===== config.mk =====
export PLATFORM = sky130hd
export DESIGN_NAME = fetch_stage
export DESIGN_NICKNAME = d
export VERILOG_FILES = /design/src/rtl/fetch_stage.sv
export SDC_FILE = /design/constraint.sdc
export NUM_CORES = 1
export LEC_CHECK = 0
export CORE_MARGIN = 1
export CORE_UTILIZATION = 47
export CTS_CLUSTER_DIAMETER = 200
export DETAILED_ROUTE_END_ITERATION = 8
export PLACE_DENSITY = 0.8
export SKIP_LAST_GASP = 1
export SYNTH_ARGS = -nofsm -noshare
export SYNTH_HDL_FRONTEND = slang
export SYNTH_SLANG_ARGS = --single-unit

===== constraint.sdc =====
create_clock -name clk -period 2.5 [get_ports clk]
set_input_delay 0.5 -clock clk [delete_from_list [all_inputs] [get_ports clk]]
set_output_delay 0.5 -clock clk [all_outputs]
set_load 0.1 [all_outputs]

===== src/rtl/fetch_stage.sv =====
// fetch_stage: IF stage plus IF/ID pipeline register of the 5-stage MIPS core.
// Owns pc_F, issues fetches over a req/addr_ok/data_ok bus with a single
// outstanding request, applies decode-resolved redirects (keeping the delay
// slot) and MEM-stage exception redirects, and presents instr_D/pc_D with
// delay-slot and fetch address-error flags to decode.
module fetch_stage #(
  parameter logic [31:0] RESET_PC = 32'hBFC0_0000
) (
  input  logic        clk,
  input  logic        rst,
  input  logic        Stall_F,
  input  logic        Stall_D,
  input  logic        Flush_D,
  input  logic [1:0]  PCSrc_D,
  input  logic        Jump_D,
  input  logic [31:0] pc_branch_D,
  input  logic [31:0] pc_jump_D,
  input  logic [31:0] pc_jr_D,
  input  logic        except_flush_M,
  input  logic [31:0] except_pc_M,
  output logic        inst_req,
  output logic [31:0] inst_addr,
  input  logic        inst_addr_ok,
  input  logic        inst_data_ok,
  input  logic [31:0] inst_rdata,
  output logic        fetch_stall_F,
  output logic [31:0] pc_F,
  output logic [31:0] instr_D,
  output logic [31:0] pc_D,
  output logic        valid_D,
  output logic        is_in_delayslot_D,
  output logic        except_adel_D
);

  // Fetch bus handshake states.
  typedef enum logic [1:0] {
    ST_REQ  = 2'd0,  // request presented, waiting for acceptance
    ST_WAIT = 2'd1,  // request accepted, waiting for data
    ST_HOLD = 2'd2,  // data captured in buffer, F is stalled
    ST_DROP = 2'd3   // cancelled request still outstanding
  } state_t;

  state_t      state_r;
  state_t      state_s;

  logic        redir_valid_r;
  logic [31:0] redir_pc_r;
  logic [31:0] buf_r;

  logic        misaligned_s;
  logic        inst_req_s;
  logic        redirect_s;
  logic        slot_pending_s;
  logic [31:0] target_s;
  logic [31:0] seq_pc_s;
  logic [31:0] next_pc_s;
  logic        fetch_done_s;
  logic [31:0] fetch_instr_s;
  logic        fetch_adel_s;
  logic        advance_s;
  logic        dslot_s;
  logic        buf_load_s;

  // Fetch datapath: completion, selected instruction, next PC and redirect decode.
  always_comb begin
    misaligned_s   = (pc_F[1:0] != 2'b00);
    inst_req_s     = 1'b0;
    redirect_s     = (PCSrc_D != 2'b00) & valid_D;
    slot_pending_s = Jump_D & valid_D;
    seq_pc_s       = pc_F + 32'd4;
    target_s       = seq_pc_s;
    fetch_done_s   = 1'b0;
    fetch_instr_s  = 32'h0000_0000;
    fetch_adel_s   = 1'b0;

    if (!rst && (state_r == ST_REQ) && !misaligned_s) begin
      inst_req_s = 1'b1;
    end else begin
      inst_req_s = 1'b0;
    end

    case (PCSrc_D)
      2'b01:   target_s = pc_branch_D;
      2'b10:   target_s = pc_jump_D;
      2'b11:   target_s = pc_jr_D;
      default: target_s = seq_pc_s;
    endcase

    case (state_r)
      ST_REQ: begin
        // A misaligned PC never reaches the bus; it completes as an AdEL.
        fetch_done_s  = misaligned_s;
        fetch_instr_s = 32'h0000_0000;
        fetch_adel_s  = misaligned_s;
      end
      ST_WAIT: begin
        fetch_done_s  = inst_data_ok;
        fetch_instr_s = inst_rdata;
        fetch_adel_s  = 1'b0;
      end
      ST_HOLD: begin
        fetch_done_s  = 1'b1;
        fetch_instr_s = buf_r;
        fetch_adel_s  = 1'b0;
      end
      ST_DROP: begin
        fetch_done_s  = 1'b0;
        fetch_instr_s = 32'h0000_0000;
        fetch_adel_s  = 1'b0;
      end
      default: begin
        fetch_done_s  = 1'b0;
        fetch_instr_s = 32'h0000_0000;
        fetch_adel_s  = 1'b0;
      end
    endcase

    advance_s = fetch_done_s & ~Stall_F;

    // A live redirect in D beats a redirect remembered from a bubble cycle.
    if (redirect_s) begin
      next_pc_s = target_s;
    end else if (redir_valid_r) begin
      next_pc_s = redir_pc_r;
    end else begin
      next_pc_s = seq_pc_s;
    end

    dslot_s    = slot_pending_s | redir_valid_r;
    buf_load_s = (state_r == ST_WAIT) & inst_data_ok & ~advance_s & ~except_flush_M;
  end

  assign inst_req      = inst_req_s;
  assign inst_addr     = pc_F;
  assign fetch_stall_F = ~fetch_done_s;

  // Next-state logic for the fetch handshake; exceptions override everything.
  always_comb begin
    state_s = state_r;
    case (state_r)
      ST_REQ: begin
        if (except_flush_M) begin
          state_s = (inst_req_s && inst_addr_ok) ? ST_DROP : ST_REQ;
        end else if (inst_req_s && inst_addr_ok) begin
          state_s = ST_WAIT;
        end else begin
          state_s = ST_REQ;
        end
      end
      ST_WAIT: begin
        if (except_flush_M) begin
          state_s = inst_data_ok ? ST_REQ : ST_DROP;
        end else if (inst_data_ok) begin
          state_s = advance_s ? ST_REQ : ST_HOLD;
        end else begin
          state_s = ST_WAIT;
        end
      end
      ST_HOLD: begin
        if (except_flush_M || advance_s) begin
          state_s = ST_REQ;
        end else begin
          state_s = ST_HOLD;
        end
      end
      ST_DROP: begin
        // The cancelled response is discarded; leave only once it has arrived.
        if (inst_data_ok) begin
          state_s = ST_REQ;
        end else begin
          state_s = ST_DROP;
        end
      end
      default: begin
        state_s = ST_REQ;
      end
    endcase
  end

  // Fetch FSM state register.
  always_ff @(posedge clk) begin
    if (rst) begin
      state_r <= ST_REQ;
    end else begin
      state_r <= state_s;
    end
  end

  // PC, pending-redirect memory and fetch buffer.
  always_ff @(posedge clk) begin
    if (rst) begin
      pc_F          <= RESET_PC;
      redir_valid_r <= 1'b0;
      redir_pc_r    <= 32'h0000_0000;
      buf_r         <= 32'h0000_0000;
    end else begin
      if (except_flush_M) begin
        pc_F          <= except_pc_M;
        redir_valid_r <= 1'b0;
      end else if (advance_s) begin
        pc_F          <= next_pc_s;
        redir_valid_r <= 1'b0;
      end else if (!Stall_D && redirect_s) begin
        // Branch leaves D before its slot is fetched: remember the target.
        redir_valid_r <= 1'b1;
        redir_pc_r    <= target_s;
      end else if (!Stall_D && slot_pending_s) begin
        // Not-taken branch: still remember that the next fetch is a delay slot.
        redir_valid_r <= 1'b1;
        redir_pc_r    <= seq_pc_s;
      end
      if (buf_load_s) begin
        buf_r <= inst_rdata;
      end
    end
  end

  // IF/ID pipeline register: clear, hold, load or insert bubble.
  always_ff @(posedge clk) begin
    if (rst || except_flush_M || Flush_D) begin
      instr_D           <= 32'h0000_0000;
      pc_D              <= 32'h0000_0000;
      valid_D           <= 1'b0;
      is_in_delayslot_D <= 1'b0;
      except_adel_D     <= 1'b0;
    end else if (Stall_D) begin
      instr_D           <= instr_D;
      pc_D              <= pc_D;
      valid_D           <= valid_D;
      is_in_delayslot_D <= is_in_delayslot_D;
      except_adel_D     <= except_adel_D;
    end else if (advance_s) begin
      instr_D           <= fetch_instr_s;
      pc_D              <= pc_F;
      valid_D           <= 1'b1;
      is_in_delayslot_D <= dslot_s;
      except_adel_D     <= fetch_adel_s;
    end else begin
      instr_D           <= 32'h0000_0000;
      pc_D              <= pc_D;
      valid_D           <= 1'b0;
      is_in_delayslot_D <= 1'b0;
      except_adel_D     <= 1'b0;
    end
  end

endmodule

; ---- Yosys cells after proc, flatten, opt, wreduce, memory -nomap -nowiden
; Cells that the tools add are included.
; W data, S select, Z words.
[word_totals]
reg_bits = 166
out_inout_bits = 133
input_bits = 171
memories = 0
mem_bits_ro = 0
latchBits = 0
ramBits = 0
[classes]
div = 0
shifts = 0
reduce_logical = 21
bitwise_logic = 12
add_sub_neg = 1
eq_ne = 6
n_lt_le_gt_ge = 0
n_mux = 26
multipliers = 0
[op_table]
columns = cell, count
row1 = $mux W32, 7
row2 = $pmux W32 S3, 2
row3 = $add A32 B3 Y32 const B, 1
row4 = $mux W2, 7
row5 = $eq A2 B2 Y1 const B, 4
row6 = $pmux W2 S4, 1
row7 = $reduce_bool A2 Y1, 4
row8 = $mux W1, 7
row9 = $and A1 B1 Y1, 6
row10 = $reduce_or A3 Y1, 2
row11 = $logic_and A1 B1 Y1, 5
row12 = $not A1 Y1, 5
row13 = $eq A2 B1 Y1 const B, 2
row14 = $pmux W1 S4, 1
row15 = $logic_not A1 Y1, 3
row16 = $logic_or A1 B1 Y1, 3
row17 = $reduce_and A3 Y1, 1
row18 = $logic_not A2 Y1, 1
row19 = $pmux W1 S2, 1
row20 = $reduce_and A2 Y1, 1
row21 = $reduce_or A2 Y1, 1
row22 = $or A1 B1 Y1, 1

; ---- Depth between registers and ports, before layout
[logic_depth]
depth_word = 8
depth_mapped = 10
ltp_nobuf = 6

; ---- Least setup slack after synthesis
; OpenSTA, ideal clock, no wires.
[synth_timing]
path_kind = reg2reg
start = register pc_F[1], in the netlist inst_addr[1]
end = register state_r[1]
path_stages_with_launch = 5
setup_ps = 80
path_slack_ps = -2236
synth_period_minus_slack_ps = 4736
required_time_ps = 2420
t_arrival_ps = 4656
cell_sequence = dfxtp_1 nor2_1 nor4b_1 nand3_1 a31oi_1
[synth_via]
elab_chain_cells = 8
[synth_lines]
columns = element, line
row1 = start: declaration, 27  ; output logic [31:0] pc_F,
row2 = start signal: assignment, 198  ; pc_F <= except_pc_M;
row3 = start signal: assignment, 201  ; pc_F <= next_pc_s;
row4 = $reduce_bool A2 Y1, 66  ; misaligned_s = (pc_F[1:0] != 2'b00);
row5 = $logic_not A1 Y1, 76  ; if (!rst && (state_r == ST_REQ) && !misaligned_s) begin
row6 = $logic_and A1 B1 Y1, 76
row7 = $mux W1, 76
row8 = net inst_req, 21  ; output logic inst_req,
row9 = $logic_and A1 B1 Y1, 143  ; state_s = (inst_req_s && inst_addr_ok) ? ST_DROP : ST_REQ;
row10 = $mux W2, 143
row11 = $mux W2, 142  ; if (except_flush_M) begin
row12 = $pmux W2 S4, 140  ; case (state_r)
row13 = end signal: assignment, 185  ; state_r <= state_s;
row14 = end: declaration, 43  ; state_t state_r;
; The timed path passes the listed nets, and every way through them passes these cells.
; A chain may end at the register's enable or synchronous reset.

; ---- Worst setup path in the final report
[layout_timing]
start = register state_r[1]
end = output port fetch_stall_F
[layout_via]
elab_chain_cells = 3
[layout_lines]
columns = element, line
row1 = "$eq A2 B2 Y1, or another cell as far along", 89  ; case (state_r)
row2 = $pmux W1 S4 (*), 89
row3 = $not A1 Y1 (*), 135  ; assign fetch_stall_F = ~fetch_done_s;
row4 = end: declaration, 26  ; output logic fetch_stall_F,
; Mark *: on every way between the ends. The rest lies on a longest branch, timed or not.

==> results.sh <==
export IMPL_timing_critical_path_from_type="register"
export IMPL_ant_nets=0
export IMPL_die_width_um=143
export IMPL_finalSetupViolations=0
export IMPL_timing_setup_critical_path_class="register to output port"
export IMPL_grt_first_pass_wirelength_um=54700
export IMPL_period_minus_slack_ns=2.33
export IMPL_crit_share_post_route_pct=93.4
export IMPL_synth_warning_count=0
export IMPL_rsz_0062_raised_after_global_routing="no"
export IMPL_crit_path_cell_trace="nor3_1 -> o2bb2ai_2 -> inv_2 -> buf_12 -> buf_12"
export IMPL_initial_core_util_pct=48.0
export IMPL_p_switching_mw=2.63
export IMPL_finalWirelength_um=35400
export IMPL_row_count=51
export IMPL_ys_seq_area_share_pct=35.6
export IMPL_power_density_cell_area_nw_per_um2=573
export IMPL_cts_root_buffer="clkbuf_16"
export IMPL_drt_iter0_drc=1262
export IMPL_place_ws_ns=0.0119
export IMPL_tritoncts_clock_tree="done"
export IMPL_cp_common_cell="buf_12"
export IMPL_final_nets=1669
export IMPL_drcViolationCount=0
export IMPL_share_of_flip_flops_with_an_asynchronous_set_or_reset_after_synthesis_pct=0
export IMPL_mostFrequentLayoutCell="nand2_1"
export IMPL_fin_worst_skew_ns=0.00887
export IMPL_tritoncts_num_buffers=17
export IMPL_comb_power_share_pct=26.3
export IMPL_via_count_of_the_first_global_routing_pass=10100
export IMPL_hold_violations=0
export IMPL_worst_slack_ns=0.165
export IMPL_totalNegativeSetupSlack_ns=0
export IMPL_die_area_sq_um=20400
export IMPL_syn_cell_area_sq_um=9340
export IMPL_gp_routability_congestion=0.966
export IMPL_postCtsHoldBufs=0
export IMPL_timing_critical_path_max_delay_family="flip-flops"
export IMPL_syn_mean_instance_area_sq_um=7.58
export IMPL_syn_num_nets=1404
export IMPL_drive_gt1_share_pct=22.3
export IMPL_layout_cells_most_common_list="nand2_1, buf_4, clkdlybuf4s50_1"
export IMPL_maximum_fanout_along_the_worst_path=13
export IMPL_power_share_sequential_pct=37.4
export IMPL_number_of_input_and_output_port_buffers_inserted=303
export IMPL_area_overhead_vs_synth_pct=41.1
export IMPL_maximum_number_of_pins_on_one_net_before_global_route_repair=60
export IMPL_globalRouteOverflowTotal=0
export IMPL_htree_num_levels=4
export IMPL_antenna_found_initial=1
export IMPL_p_leak_nw=4.84
export IMPL_fmax_mhz=428
export IMPL_run_status="finished, final reports clean"
export IMPL_main_synth_ff_type="dfxtp_1"
export IMPL_crit_path_top_delay_cell="dfxtp_1"
export IMPL_grt_util_all_layers_pct=34.7
export IMPL_num_fill_cells=1616
export IMPL_peakVddDrop_mv=0.506
export IMPL_dr_total_vias=10700
export IMPL_crit_buf_inv=3
export IMPL_p_int_mw=4.92
export IMPL_number_of_flip_flops_and_latches_in_the_synthesized_netlist=166
export IMPL_synth_edff_count=0
export IMPL_wire_per_inst_um=20.0
export IMPL_cpPeakStageDelay_ns=0.52
export IMPL_ff_latch_area_sq_um=3380
export IMPL_route_detailed_vias_per_inst=6.03
export IMPL_cts_max_path_buffers=2
export IMPL_die_h_um=143
export IMPL_coreArea_sq_um=19500
export IMPL_max_cap_violations=0
export IMPL_place_hpwl_um=25000
export IMPL_hp_class="register to register"
export IMPL_gate_count_post_synth=1232
export IMPL_clk_insertion_delay_late_ns=0.44
export IMPL_drt_pass1_iter_count=5
export IMPL_post_synth_num_cell_types=78
export IMPL_worst_ep_required_time_ns=2.00
export IMPL_number_of_i_o_pins=304
export IMPL_tritoncts_num_sinks=166
export IMPL_multi_input_combinational_cell_area_sq_um=5290
export IMPL_power_clock_fraction_pct=36.3
export IMPL_path_clk_slew_ns=0.07
export IMPL_drv_slew=0
export IMPL_worst_ep_arrival_time_ns=1.83
export IMPL_worst_slew_pin_transition_ns=0.565
export IMPL_sw_frac_of_total_pct=34.8
export IMPL_timing_critical_path_to_type="output port"
export IMPL_diode_insertion_count_for_antenna_repair=0
export IMPL_max_slew_margin_rel_pct=61.3
stage by stage:
| step | hold slack, ns | utilization, % | cells | power [mW] | instance area [sq um] |
|---|---|---|---|---|---|
| floorplan | 0.426 | - | 1232 | 4.12 | 9410 |
| global placement | 0.438 | 64.6 | 1743 | 4.83 | 12600 |
| detailed placement | 0.443 | 64.6 | 1743 | 4.84 | 12600 |
| CTS | 0.452 | 67.7 | 1775 | 7.55 | 13200 |
| global route | 0.469 | 67.7 | 1775 | 7.78 | 13200 |
| finish | 0.450 | 67.7 | 1775 | 7.55 | 13200 |
logic make-up (layout without fill, tap and decap cells):
kind of cell / count (synthesis) / after routing / synth area share, %
AOI/OAI and AO/OA: 370 / 370 / 26.1
xor gates and xnor gates: 11 / 11 / 1.03
adders and majority gates: 1 / 1 / 0.134
buffers and inverters: 162 / 440 / 8.21
DFF: 166 / 166 / 35.6
muxes: 39 / 39 / 4.37
and+or+nand+nor: 483 / 483 / 24.6
state kept, by name (all words and copies together), names as in the netlist:
name               flops
instr_D               32
redir_valid_r          1
redir_pc_r            32
state_r                2
buf_r                 32
is_in_delayslot_D      1
except_adel_D          1
inst_addr             32
valid_D                1
pc_D                  32
synth_stat cells (8+ instances only):
cell / count / area [sq um]
o21ai_0: 33 / 165
mux2_2: 14 / 158
nand4_1: 11 / 68.8
a221o_1: 8 / 80.1
or3_1: 42 / 263
a21oi_1: 150 / 751
buf_4: 33 / 248
or2_2: 8 / 50.1
buf_2: 16 / 80.1
o211ai_1: 14 / 105
dfxtp_1: 166 / 3320
o21a_1: 10 / 75.1
clkbuf_1: 92 / 345
o2bb2ai_1: 11 / 96.3
o31ai_1: 12 / 90.1
nor2_1: 65 / 244
nor3_1: 29 / 145
a22oi_1: 41 / 308
a31oi_1: 8 / 50.1
nand2_1: 244 / 916
nand3_1: 26 / 130
inv_1: 12 / 45.0
o22ai_1: 9 / 56.3
mux2i_1: 25 / 250
worst min-delay path, cell delays in order, from the launching register on:
cell	delay (ns)
dfxtp_1	0.31
nand2_1	0.05
a21oi_1	0.05
power by group through the flow:
| stage | clock network (mW) | registers [mW] | logic, mW |
|---|---|---|---|
| after floorplan | 0 | 3.16 | 0.963 |
| after global placement | 0 | 2.88 | 1.95 |
| after detailed placement | 0 | 2.88 | 1.96 |
| after CTS | 2.76 | 2.82 | 1.97 |
| after global routing | 2.88 | 2.83 | 2.07 |
| final | 2.74 | 2.82 | 1.98 |
path summary, 6_finish.rpt:
kind                                     from       endpoint  slack (ns)  cells past startpoint
worst max-delay path               state_r[1]  fetch_stall_F        0.17                      5
worst min-delay path            redir_pc_r[6]  redir_pc_r[6]        0.45                      2
worst max register to register   inst_addr[2]  inst_addr[18]        0.23                      7
worst min register to register  redir_pc_r[6]  redir_pc_r[6]        0.45                      2
repair_timing:
item | in CTS | in global routing
setup endpoints to repair | 0 | 1
buffers inserted | 0 | 0
resized for setup | 0 | 2
layer usage:
metal  routed length [um]  global-route usage [%]  part of all wire [%]
met3                 4160                    8.99                    12
met4                 1490                    16.4                   4.2
met1                13500                    43.0                    38
met2                16300                    55.8                    46
met5                   15                       0                 0.042
cell type report:
type	instances	area share [%]
clock buffers	18	3.33
multi-input cells	904	40.2
flip-flops and latches	166	25.7
well taps	265	2.52
repair buffers	392	26.7
clock inverters	14	1.23
inverters	16	0.456
(Power assumes the default switching activity.)
